$ cat src/rtl/mem_arb_pkg.sv
// Shared types and constants for the two-master mem_if arbiter.
// Latency: n/a (declarations only).
// Backpressure: n/a.
package mem_arb_pkg;

  localparam int NUM_MASTERS = 2;
  localparam int ADDR_W      = 32;

  typedef enum logic {
    ARB = 1'b0,
    OWN = 1'b1
  } arb_state_t;

  typedef logic master_idx_t;

endpackage

$ cat src/rtl/mem_if.sv
// Synchronous memory bus: request fields held until hit, done one cycle after hit.
// Latency: n/a (signal bundle only).
// Backpressure: requester holds its request stable until it sees hit.
interface mem_if
  import mem_arb_pkg::*;
#(
  parameter int LINE_BYTES = 4
) ();

  logic [ADDR_W-1:0]       addr;
  logic [LINE_BYTES*8-1:0] data_i;
  logic [LINE_BYTES-1:0]   data_en;
  logic                    read_en;
  logic                    write_en;
  logic                    hit;
  logic                    done;
  logic [LINE_BYTES*8-1:0] data_o;

  // Slave side of the bus: receives requests, answers with hit/done/data.
  modport bus (
    input  addr, data_i, data_en, read_en, write_en,
    output hit, done, data_o
  );

  // Master side of the bus: issues requests, consumes hit/done/data.
  modport driver (
    output addr, data_i, data_en, read_en, write_en,
    input  hit, done, data_o
  );

endinterface

$ cat src/rtl/rr_pick.sv
// Two-way round-robin selector: grants the requester that did not win last time on a tie.
// Latency: purely combinational.
// Backpressure: none; valid simply reflects whether anyone is requesting.
module rr_pick
  import mem_arb_pkg::*;
(
  input  logic [NUM_MASTERS-1:0] req,
  input  master_idx_t            last_grant,
  output logic                   valid,
  output master_idx_t            winner
);

  assign valid  = |req;
  // A lone requester wins outright; on a tie the pointer hands the grant to the other side.
  assign winner = (&req) ? master_idx_t'(~last_grant) : master_idx_t'(req[1]);

endmodule

$ cat src/rtl/mem_bus_arbiter.sv
// Shares one mem_if memory port between two masters with round-robin grant held until hit.
// Latency: zero added cycles; request, hit and done pass through combinationally.
// Backpressure: the losing master sees hit=0 and keeps its request asserted until granted.
module mem_bus_arbiter
  import mem_arb_pkg::*;
#(
  parameter int LINE_BYTES = 4
) (
  input  logic   clk,
  input  logic   reset,
  mem_if.bus     m0,
  mem_if.bus     m1,
  mem_if.driver  mem
);

  arb_state_t  r_state;
  master_idx_t r_owner;
  master_idx_t r_last_grant;
  master_idx_t r_done_owner;
  logic        r_done_valid;

  logic [NUM_MASTERS-1:0]  w_req;
  logic                    w_pick_valid;
  master_idx_t             w_pick_winner;
  logic                    w_active;
  master_idx_t             w_sel;
  logic                    w_hit_ok;
  logic                    w_done_ok;
  logic [ADDR_W-1:0]       w_addr;
  logic [LINE_BYTES*8-1:0] w_data_i;
  logic [LINE_BYTES-1:0]   w_data_en;
  logic                    w_read_en;
  logic                    w_write_en;

  assign w_req = {m1.read_en | m1.write_en, m0.read_en | m0.write_en};

  rr_pick u_pick (
    .req        (w_req),
    .last_grant (r_last_grant),
    .valid      (w_pick_valid),
    .winner     (w_pick_winner)
  );

  // Decide who drives the memory this cycle: the held owner, or a fresh pick when idle.
  // An owner that drops its request (abort) or a reset cycle leaves the port idle.
  always_comb begin
    w_active = 1'b0;
    w_sel    = r_owner;
    if (!reset) begin
      if (r_state == OWN) begin
        w_sel    = r_owner;
        w_active = w_req[r_owner];
      end else begin
        w_sel    = w_pick_winner;
        w_active = w_pick_valid;
      end
    end
  end

  // Route the selected master's request fields to memory; all zero when nobody is served.
  always_comb begin
    w_addr     = '0;
    w_data_i   = '0;
    w_data_en  = '0;
    w_read_en  = 1'b0;
    w_write_en = 1'b0;
    if (w_active) begin
      if (w_sel == 1'b1) begin
        w_addr     = m1.addr;
        w_data_i   = m1.data_i;
        w_data_en  = m1.data_en;
        w_read_en  = m1.read_en;
        w_write_en = m1.write_en;
      end else begin
        w_addr     = m0.addr;
        w_data_i   = m0.data_i;
        w_data_en  = m0.data_en;
        w_read_en  = m0.read_en;
        w_write_en = m0.write_en;
      end
    end
  end

  assign mem.addr     = w_addr;
  assign mem.data_i   = w_data_i;
  assign mem.data_en  = w_data_en;
  assign mem.read_en  = w_read_en;
  assign mem.write_en = w_write_en;

  // hit only counts when it lands on a live request; done only when a hit preceded it.
  assign w_hit_ok  = w_active & mem.hit;
  assign w_done_ok = ~reset & r_done_valid & mem.done;

  assign m0.hit    = w_hit_ok & (w_sel == 1'b0);
  assign m1.hit    = w_hit_ok & (w_sel == 1'b1);
  assign m0.done   = w_done_ok & (r_done_owner == 1'b0);
  assign m1.done   = w_done_ok & (r_done_owner == 1'b1);
  assign m0.data_o = mem.data_o;
  assign m1.data_o = mem.data_o;

  // Grant FSM plus the round-robin pointer and the done-routing registers.
  always_ff @(posedge clk) begin
    if (reset) begin
      r_state      <= ARB;
      r_owner      <= 1'b0;
      r_last_grant <= 1'b1;
      r_done_owner <= 1'b0;
      r_done_valid <= 1'b0;
    end else begin
      r_done_valid <= w_hit_ok;
      if (w_hit_ok) begin
        r_done_owner <= w_sel;
      end
      case (r_state)
        ARB: begin
          if (w_pick_valid) begin
            r_owner <= w_pick_winner;
            if (mem.hit) begin
              r_last_grant <= w_pick_winner;
            end else begin
              r_state <= OWN;
            end
          end
        end
        OWN: begin
          if (!w_active) begin
            r_state <= ARB;
          end else if (mem.hit) begin
            r_state      <= ARB;
            r_last_grant <= r_owner;
          end
        end
        default: r_state <= ARB;
      endcase
    end
  end

endmodule

$ cat src/flat_wrapper.sv
// flat-port wrapper written by rule: the top's interface ports become plain ports
module mem_bus_arbiter_flat import mem_arb_pkg::*;
#(
  parameter int LINE_BYTES = 4
)
  (clk, reset, m0_addr, m0_data_i, m0_data_en, m0_read_en, m0_write_en, m0_hit, m0_done, m0_data_o, m1_addr, m1_data_i, m1_data_en, m1_read_en, m1_write_en, m1_hit, m1_done, m1_data_o, mem_addr, mem_data_i, mem_data_en, mem_read_en, mem_write_en, mem_hit, mem_done, mem_data_o);
  mem_if #(.LINE_BYTES(LINE_BYTES)) m0_i ();
  mem_if #(.LINE_BYTES(LINE_BYTES)) m1_i ();
  mem_if #(.LINE_BYTES(LINE_BYTES)) mem_i ();
  input  logic clk;
  input  logic reset;
  input wire logic [$bits(m0_i.addr)-1:0] m0_addr;
  input wire logic [$bits(m0_i.data_i)-1:0] m0_data_i;
  input wire logic [$bits(m0_i.data_en)-1:0] m0_data_en;
  input wire logic [$bits(m0_i.read_en)-1:0] m0_read_en;
  input wire logic [$bits(m0_i.write_en)-1:0] m0_write_en;
  output wire logic [$bits(m0_i.hit)-1:0] m0_hit;
  output wire logic [$bits(m0_i.done)-1:0] m0_done;
  output wire logic [$bits(m0_i.data_o)-1:0] m0_data_o;
  input wire logic [$bits(m1_i.addr)-1:0] m1_addr;
  input wire logic [$bits(m1_i.data_i)-1:0] m1_data_i;
  input wire logic [$bits(m1_i.data_en)-1:0] m1_data_en;
  input wire logic [$bits(m1_i.read_en)-1:0] m1_read_en;
  input wire logic [$bits(m1_i.write_en)-1:0] m1_write_en;
  output wire logic [$bits(m1_i.hit)-1:0] m1_hit;
  output wire logic [$bits(m1_i.done)-1:0] m1_done;
  output wire logic [$bits(m1_i.data_o)-1:0] m1_data_o;
  output wire logic [$bits(mem_i.addr)-1:0] mem_addr;
  output wire logic [$bits(mem_i.data_i)-1:0] mem_data_i;
  output wire logic [$bits(mem_i.data_en)-1:0] mem_data_en;
  output wire logic [$bits(mem_i.read_en)-1:0] mem_read_en;
  output wire logic [$bits(mem_i.write_en)-1:0] mem_write_en;
  input wire logic [$bits(mem_i.hit)-1:0] mem_hit;
  input wire logic [$bits(mem_i.done)-1:0] mem_done;
  input wire logic [$bits(mem_i.data_o)-1:0] mem_data_o;
  assign m0_i.addr = m0_addr;
  assign m0_i.data_i = m0_data_i;
  assign m0_i.data_en = m0_data_en;
  assign m0_i.read_en = m0_read_en;
  assign m0_i.write_en = m0_write_en;
  assign m0_hit = m0_i.hit;
  assign m0_done = m0_i.done;
  assign m0_data_o = m0_i.data_o;
  assign m1_i.addr = m1_addr;
  assign m1_i.data_i = m1_data_i;
  assign m1_i.data_en = m1_data_en;
  assign m1_i.read_en = m1_read_en;
  assign m1_i.write_en = m1_write_en;
  assign m1_hit = m1_i.hit;
  assign m1_done = m1_i.done;
  assign m1_data_o = m1_i.data_o;
  assign mem_addr = mem_i.addr;
  assign mem_data_i = mem_i.data_i;
  assign mem_data_en = mem_i.data_en;
  assign mem_read_en = mem_i.read_en;
  assign mem_write_en = mem_i.write_en;
  assign mem_i.hit = mem_hit;
  assign mem_i.done = mem_done;
  assign mem_i.data_o = mem_data_o;
  mem_bus_arbiter #(.LINE_BYTES(LINE_BYTES)) u_core (.clk(clk), .reset(reset), .m0(m0_i), .m1(m1_i), .mem(mem_i));
endmodule
$ cat config.mk
export PLATFORM = sky130hd
export DESIGN_NAME = mem_bus_arbiter_flat
export DESIGN_NICKNAME = d
export VERILOG_FILES = /design/src/rtl/mem_arb_pkg.sv /design/src/rtl/mem_if.sv /design/src/rtl/rr_pick.sv /design/src/rtl/mem_bus_arbiter.sv /design/src/flat_wrapper.sv
export SDC_FILE = /design/constraint.sdc
export NUM_CORES = 1
export LEC_CHECK = 0
export CORE_AREA = 2 2 121 123
export DETAILED_ROUTE_END_ITERATION = 8
export DIE_AREA = 0 0 123 125
export PLACE_DENSITY_LB_ADDON = 0.3
export SLEW_MARGIN = 30
export SYNTH_ARGS = -nofsm -noshare
export SYNTH_HDL_FRONTEND = slang
export SYNTH_SLANG_ARGS = --single-unit
$ cat constraint.sdc
create_clock -name clk -period 1.5 [get_ports clk]
set_clock_uncertainty 0.1 [all_clocks]
set_input_delay 0.15 -clock clk [delete_from_list [all_inputs] [get_ports clk]]
set_output_delay 0.15 -clock clk [all_outputs]
set_load 0.02 [all_outputs]
# Yosys cells after proc, flatten, opt, wreduce, memory -nomap -nowiden
# Index checks and enable logic that the tools add are counted.
[totals]
ff_bits = 5
wordCells = 54
output_inout_bits = 138
input_bits = 176
[op_classes]
order_cmp = 1
bitwise_logic = 14
n_reduce_logical = 4
mux = 26
eq_ne = 4
[op_table]
columns = ["op", "count"]
rows = [
  ["two-way mux 32 bit", 4],
  ["two-way mux 1 bit", 18],
  ["two-way mux 4 bit", 2],
  ["AND 1 bit", 7],
  ["!= test 2 bit, second input constant", 3],
  ["NOT 1 bit", 5],
  ["one-hot mux 1 bit (2 select lines)", 2],
  ["AND reduction 2 bit", 2],
  ["AND reduction 4 bit", 1],
  ["less-than comparator 1 x 2 -> 1 bit, second input constant", 1],
  ["!= test 2 x 1 -> 1 bit, second input constant", 1],
  ["bitwise OR 1 bit", 2],
  ["OR reduction 2 bit", 1],
]

# Logic depth before layout (Yosys ltp)
# Gate-level depths: netlist of run 1.
[depth]
depth_word = 7
ltp_mapped = 6
mapped_depth_nobuf = 4

# Modules after synthesis
# Synthesis of run 1 repeated with hierarchy kept, for this count alone.
[unflattened]
cells_unflattened = 330
area_unflattened_um2 = 2163.3
[modules_own_cells]
columns = ["module", "area_each_um2", "seq_area_each_um2", "instances", "cells_each"]
rows = [
  ["mem_bus_arbiter", 2149.6, 100.1, 1, 328],
  ["rr_pick", 13.8, 0.0, 1, 2],
]

# Worst setup path before layout of run 1
# Ideal clock, no wire load.
[synth_path]
path_kind = "register to output"
start = "reg u_core.r_state"
end = "out mem_addr[15]"
path_buffers = 2
path_stages_with_launch = 7
path_slack_ns = -0.259
required_time_ns = 1.250
t_arrival_ns = 1.509
path_cell_list = "dfxtp_1 -> o21ai_1 -> o31a_1 -> buf_2 -> buf_2 -> nand2_1 -> a21oi_1"
[synth_between]
elab_chain_len = 4
elab_cells_between_ends = 6
cone_classes = "mux: 6"
[synth_lines]
columns = ["element", "line", "source"]
rows = [
  ["start: declaration", "mem_bus_arbiter.sv:16", "arb_state_t r_state;"],
  ["start signal: assignment", "mem_bus_arbiter.sv:104", "r_state <= ARB;"],
  ["start signal: assignment", "mem_bus_arbiter.sv:121", "r_state <= OWN;"],
  ["start signal: assignment", "mem_bus_arbiter.sv:127", "r_state <= ARB;"],
  ["two-way mux 1 bit", "mem_bus_arbiter.sv:50", "if (r_state == OWN) begin"],
  ["two-way mux 1 bit", "mem_bus_arbiter.sv:49", "if (!reset) begin"],
  ["two-way mux 32 bit", "mem_bus_arbiter.sv:68", "if (w_sel == 1'b1) begin"],
  ["two-way mux 32 bit (*)", "mem_bus_arbiter.sv:67", "if (w_active) begin"],
  ["end: declaration", "flat_wrapper.sv:28", "output wire logic [$bits(mem_i.addr)-1:0] mem_addr;"],
]
# Mark *: on every way between the ends. The rest lies on a longest branch, timed or not.

# Worst setup path in the final report of run 1
[layout_path]
start = "reg u_core.r_state"
end = "out mem_data_i[19]"
[layout_between]
elab_chain_len = 4
elab_cells_between_ends = 6
cone_classes = "mux: 6"
[layout_lines]
columns = ["element", "line", "source"]
rows = [
  ["two-way mux 1 bit", "mem_bus_arbiter.sv:50", ""],
  ["two-way mux 1 bit", "mem_bus_arbiter.sv:49", ""],
  ["two-way mux 32 bit", "mem_bus_arbiter.sv:68", ""],
  ["two-way mux 32 bit (*)", "mem_bus_arbiter.sv:67", ""],
  ["end: declaration", "flat_wrapper.sv:29", "output wire logic [$bits(mem_i.data_i)-1:0] mem_data_i;"],
]
# Marked as above.

==> impl_results.md, run 1 <==
* Full die area at 0.01538 sq mm
* Distinct cells, synth at 24
* Final period utilization at 149.3%
* Worst Tran Pin Value at 0.4128 ns
* Max_cap viols at 0
* CTS tree: yes
* RSZ-0062 raised after global routing: yes
* PD cells at 584.2 mW/mm^2
* Slowest stage cell on the critical path: dfxtp_4
* Number of remaining DRC errors at 0
* Worst Setup Path Type: reg2out
* Power Total at 3180 uW
* Max Clk Rate at 446.5 MHz
* Most common cell in the synthesized netlist: nand2_1
* Cell family with most CP delay: buffers and inverters
* Post-layout worst setup margin at -0.7396 ns
* Fraction of layout cells with a size suffix above 1 at 52.11%
* Largest net degree at the start of global routing at 30
* Worst path cell trace: and4bb_2 > nor3_4 > nand2b_4 > buf_6 > buf_12 > buf_6 > buf_6 > a21oi_2 > buf_4
* Port Buffers at 217
* Drt pass-1 iters at 4
* Num CTS Buffers at 3
* Setup TNS at -45.20 ns
* Post-Route WL at 11,940 microns
* Clk Latency, worst-skew pair at 0.23 ns
* Post-synth top area share at 29.61%
* Syn avg cell area at 5.494 sq um
* CTS Root Cell: clkbuf_16
* Minimum clock period at 2.240 ns
* Ys flop type: dfxtp_1
* Htree depth at 1
* WP buf/inv at 5
* Worst EP arrival at 1.99 ns
* Gate Count Post-Synth at 330
* NumNets Final at 722
* Sink Count at 5
* Pre-CTS WS at -1.183 ns
* FF+latch count, synth at 5
* Worst Setup Start Kind: flop
* Outcome: finished, violations left
* Most common cell on crit path: buf_6
* GR Util All Layers at 12.53%
* Synth Warn # at 0
* Antenna Cells at 0
* Hold Crit Class: in2out
* DR vias at 2,977
* Largest stage delay, worst path at 0.35 ns
* DRT antenna net count at 0
* Failing checks: setup timing
* Post-DP HPWL at 6386 microns
* Number of synthesized flops with an enable pin at 0
* CP required at 1.25 ns
* RD Place Congestion at 0.7415
* Critical path capture point type: output port
* Psw at 1288 uW
* Clock share of power at 14.0%
* Critical path fanouts, max at 6
* Gr ovfl total at 0
* Worst-case clock buffer depth at 2
* Internal Power at 1892 uW
* Synthesized net count at 506
* Starting Density at 12.76%
* Synth async-reset ratio at 0%
* Die height at 125 microns
* # setup viols final at 75
* Sequential fraction of the synthesis area at 5.521%
* Power share of the sequential group at 4.8%
* I/O pin count at 314
* Vias in the first global route at 2,965
* Endpoints failing hold at 0
* Switch share at 40.51%
* Wire per inst at 16.38 microns
* Standard-cell rows at 44
* Vias/cell at 4.084
* DIE WIDTH at 123 microns
* Area delta synth->final at 200.2%
* First-pass GRT wire length at 15,060 microns
* Ranking of synthesized cells by area: nand2_1, buf_4, a21oi_1
* Slew Limit Headroom at 72.25%
* Area leader, netlist: nand2_1
* Core ar. at 0.01420 sq mm
* Comb pwr share at 81.2%
* Clock transition at path regs at 0.04 ns
* Max-slew violations at 0
* Leak pwr at 0.002306 uW
* Max VDD drop at 0.3747 mV
* Detailed Route Iter0 Violations at 70
* Mapped Area at 0.001813 sq mm
* Top cells by count, synth: nand2_1, a21oi_1, buf_4
* Initial antenna violation count at 0
* Hold_buf cts at 0
path summary, 6_finish.rpt:
check / from / end / slack [ns] / depth (start not counted)
max: u_core.r_state / mem_data_i[19] / -0.74 / 9
min: mem_data_o[12] / m0_data_o[12] / 0.20 / 0
max reg2reg: u_core.r_state / u_core.r_done_owner / -0.26 / 8
min reg2reg: u_core.r_done_owner / u_core.r_done_owner / 0.45 / 2
power groups by stage:
stage	Sequential (uW)	Clock (uW)	Combinational (uW)
2_1_floorplan	155	0	1070
3_3_place_gp	157	0	1650
3_5_place_dp	158	0	1660
4_1_cts	156	454	2130
5_1_grt	153	461	2730
6_report	152	445	2580
cells in the final DEF, fill, tap and decap left out, drive strengths merged:
cell | netlist | layout
or3 | 1 | 1
clkbuf | 0 | 10
nor3 | 2 | 2
o21a | 1 | 1
a211o | 1 | 1
nor2b | 1 | 1
nand2b | 1 | 1
clkdlybuf4s50 | 0 | 138
dlygate4sd2 | 0 | 6
inv | 1 | 1
o31a | 1 | 1
a211oi | 1 | 1
nor3b | 1 | 1
nand3b | 1 | 1
clkdlybuf4s15 | 0 | 1
buf | 87 | 147
o21ai | 2 | 2
nor4b | 2 | 2
a21oi | 71 | 71
and4bb | 1 | 1
nor2 | 5 | 5
nor4 | 1 | 1
nand2 | 143 | 143
dfxtp | 5 | 5
o31ai | 1 | 1
what timing repair did:
| item | CTS | global route |
|---|---|---|
| cloned | 10 | 7 |
| pin swaps | 7 | 52 |
| buffers inserted | 38 | 22 |
| resized for setup | 453 | 169 |
| endpoints found under the setup margin | 78 | 75 |
registers in the layout, indices dropped and copies added (netlist names):
register,count
u_core.r_done_owner,1
u_core.r_done_valid,1
u_core.r_owner,1
u_core.r_state,1
u_core.r_last_grant,1
per-layer routing:
metal / wire (microns) / up-vias / global-route usage (%)
li1: - / 1444 / -
met1: 4260 / 1376 / 12.83
met2: 6561 / 137 / 25.35
met3: 997 / 20 / 3.148
met4: 121 / 0 / 1.738
met5: 0 / - / 0
cell type report:
| class | count | area [sq um] |
|---|---|---|
| multi-input cells | 237 | 1745 |
| well taps | 184 | 230.2 |
| repair buffers | 298 | 3277 |
| fillers | 1461 | 8761 |
| flip-flops and latches | 5 | 107.6 |
| inverters | 1 | 3.754 |
| clock buffers | 4 | 78.83 |
metrics by stage:
step                      cells  utilization [%]  area (sq um)  hold slack (ns)
after CTS                   714            33.09          4700           0.2002
after floorplan             330                -          1993           0.1150
final                       729            38.32          5443           0.2000
after global routing        729            38.32          5443           0.2000
after global placement      662            27.70          3935           0.2002
after detailed placement    662            27.70          3935           0.2002
logic make-up after synthesis:
family | after synthesis | synth area share (%)
AO/OA/AOI/OAI | 78 | 23.12
buffers and inverters | 88 | 35.61
flip-flops | 5 | 5.521
AND/OR/NAND/NOR | 159 | 35.75
Note: power is estimated with default switching activity, not from simulation.
==> inputs of run 2 (changes only) <==
- CORE_AREA: 2 2 121 123 -> 2 2 122 124
- CTS_CLUSTER_SIZE: default -> 20
- DIE_AREA: 0 0 123 125 -> 0 0 124 126
- clock period: 1.5 -> 2.26 ns (I/O delays scaled with it)
==> run 2 against run 1 <==
The run now ends clean. Combinational power shrank 61%. Clock power fell by 34%. Hold slack improved by 0.15 ns. Non-clock buffer count fell by 68. Clock-buffer cell count did not move. Critical path type is now in2out. Critical endpoint is now mem_addr[13].
==> impl_results.md, run 2 (synthesis results as in run 1) <==
* Outcome: completed
* Worst-case clock buffer depth at 2
* Gr ovfl total at 0
* Hold_buf cts at 0
* Core ar. at 0.01431 sq mm
* Vias in the first global route at 2,540
* Placement Cell Area at 0.003735 sq mm
* Worst Tran Pin Value at 0.4364 ns
* Largest stage delay, worst path at 0.49 ns
* Sink Count at 5
* Max_cap viols at 0
* Drt pass-1 iters at 4
* Worst path cell trace: clkdlybuf4s50_1 > o21ai_1 > buf_4 > o31ai_4 > buf_12 > buf_12 > nand2_1 > a21oi_1 > clkdlybuf4s15_1
* Hold Crit Class: in2out
* I/O pin count at 314
* PD cells at 386.2 mW/mm^2
* Standard-cell rows at 44
* Fraction of layout cells with a size suffix above 1 at 20.13%
* CTS tree: yes
* Finished Layout Cells at 661
* Die height at 126 microns
* Final period utilization at 96.76%
* WP buf/inv at 5
* CTS Root Cell: clkbuf_16
* Endpoints failing hold at 0
* Max Clk Rate at 457.3 MHz
* Max-slew violations at 0
* Num CTS Buffers at 3
* Placed insts at 655
* Slowest stage cell on the critical path: clkdlybuf4s50_1
* Vias/cell at 3.909
* Multi-input logic area at 0.001109 sq mm
* Htree depth at 1
* RD Place Congestion at 0.7827
* Most common cell on crit path: buf_12
* RSZ-0062 raised after global routing: yes
* Max VDD drop at 0.2843 mV
* CP required at 1.93 ns
* Cell family with most CP delay: buffers and inverters
* DIE WIDTH at 124 microns
* Number of remaining DRC errors at 0
* Minimum clock period at 2.187 ns
* Fillers at 1,631
* NumNets Final at 654
* First-pass GRT wire length at 12,740 microns
* Largest net degree at the start of global routing at 38
* Setup TNS at 0 ns
* Clk Latency, worst-skew pair at 0.23 ns
* Seq. cell area at 100.1 sq um
* Final instance area at 0.003603 sq mm
* Critical path fanouts, max at 20
* Antenna Cells at 0
* Initial antenna violation count at 0
* Worst Setup Start Kind: input port
* GR Util All Layers at 10.37%
* Area delta synth->final at 98.76%
* Detailed Route Iter0 Violations at 67
* Port Buffers at 217
* Wire per inst at 13.87 microns
* Starting Density at 12.67%
* Slew Limit Headroom at 70.67%
* Commonest non-fill, non-tap cell in the layout: nand2_1
* Critical path capture point type: output port
* Post-Route WL at 9166 microns
* Post-Route Utilization at 25.17%
* # setup viols final at 0
* Worst EP arrival at 1.86 ns
* Most frequent cells in the layout: nand2_1, clkdlybuf4s50_1, a21oi_1, clkbuf_2, buf_4
* Post-DP HPWL at 6933 microns
* DR vias at 2,584
* Leak pwr at 0.001578 uW
* Worst Setup Path Type: in2out
* DRT antenna net count at 0
* Full die area at 0.01562 sq mm
==> run 2: changes by cell type in the layout (fill, tap and decap cells not counted), moves of 35 or more <==
cell	delta
nand2_2	-35
a21oi_1	+52
buf_4	-37
buf_6	-69
clkbuf_2	+45
nand2_1	+52
==> run 2: power by group <==
group	switching [uW]	internal, uW
logic	509	487
clock network	60.3	234
registers	5.53	95.9
total	575	817
==> run 2: layout make-up <==
type,count,area share [%]
multi-input cells,237,30.76
repair buffers,230,57.78
inverters,1,0.1042
flip-flops and latches,5,2.778
well taps,184,6.389
clock buffers,4,2.187
==> run 2: timing repair <==
action	CTS	global route
pin swaps	1	1
buffers inserted	1	0
gates cloned	1	0
gates resized for setup	138	119
setup endpoints to repair	72	66
==> run 2: final timing paths <==
check | start | endpoint | slack [ns] | cells past startpoint
worst max-delay path | reset | mem_addr[13] | 0.07 | 9
worst min-delay path | mem_data_o[15] | m0_data_o[15] | 0.35 | 0
worst max register to register | u_core.r_state | u_core.r_last_grant | 0.61 | 5
worst min register to register | u_core.r_done_owner | u_core.r_done_owner | 0.41 | 2
==> run 2: metal layers <==
layer	GRT usage [%]	routed length [microns]	up-vias
met2	21.27	4733	170
met3	2.944	1021	6
li1	-	-	1291
met5	0	0	-
met1	10.17	3350	1117
met4	1.520	61	0
==> run 2: per-stage QoR <==
step                total power (uW)  setup WS (ns)  hold slack (ns)
floorplan                      752.2         0.4246           0.1951
global placement                1162        -0.5328           0.3522
detailed placement              1165        -0.5311           0.3522
CTS                             1412      0.0005782           0.3522
global route                    1498       -0.02702           0.3520
finish                          1392        0.07314           0.3520
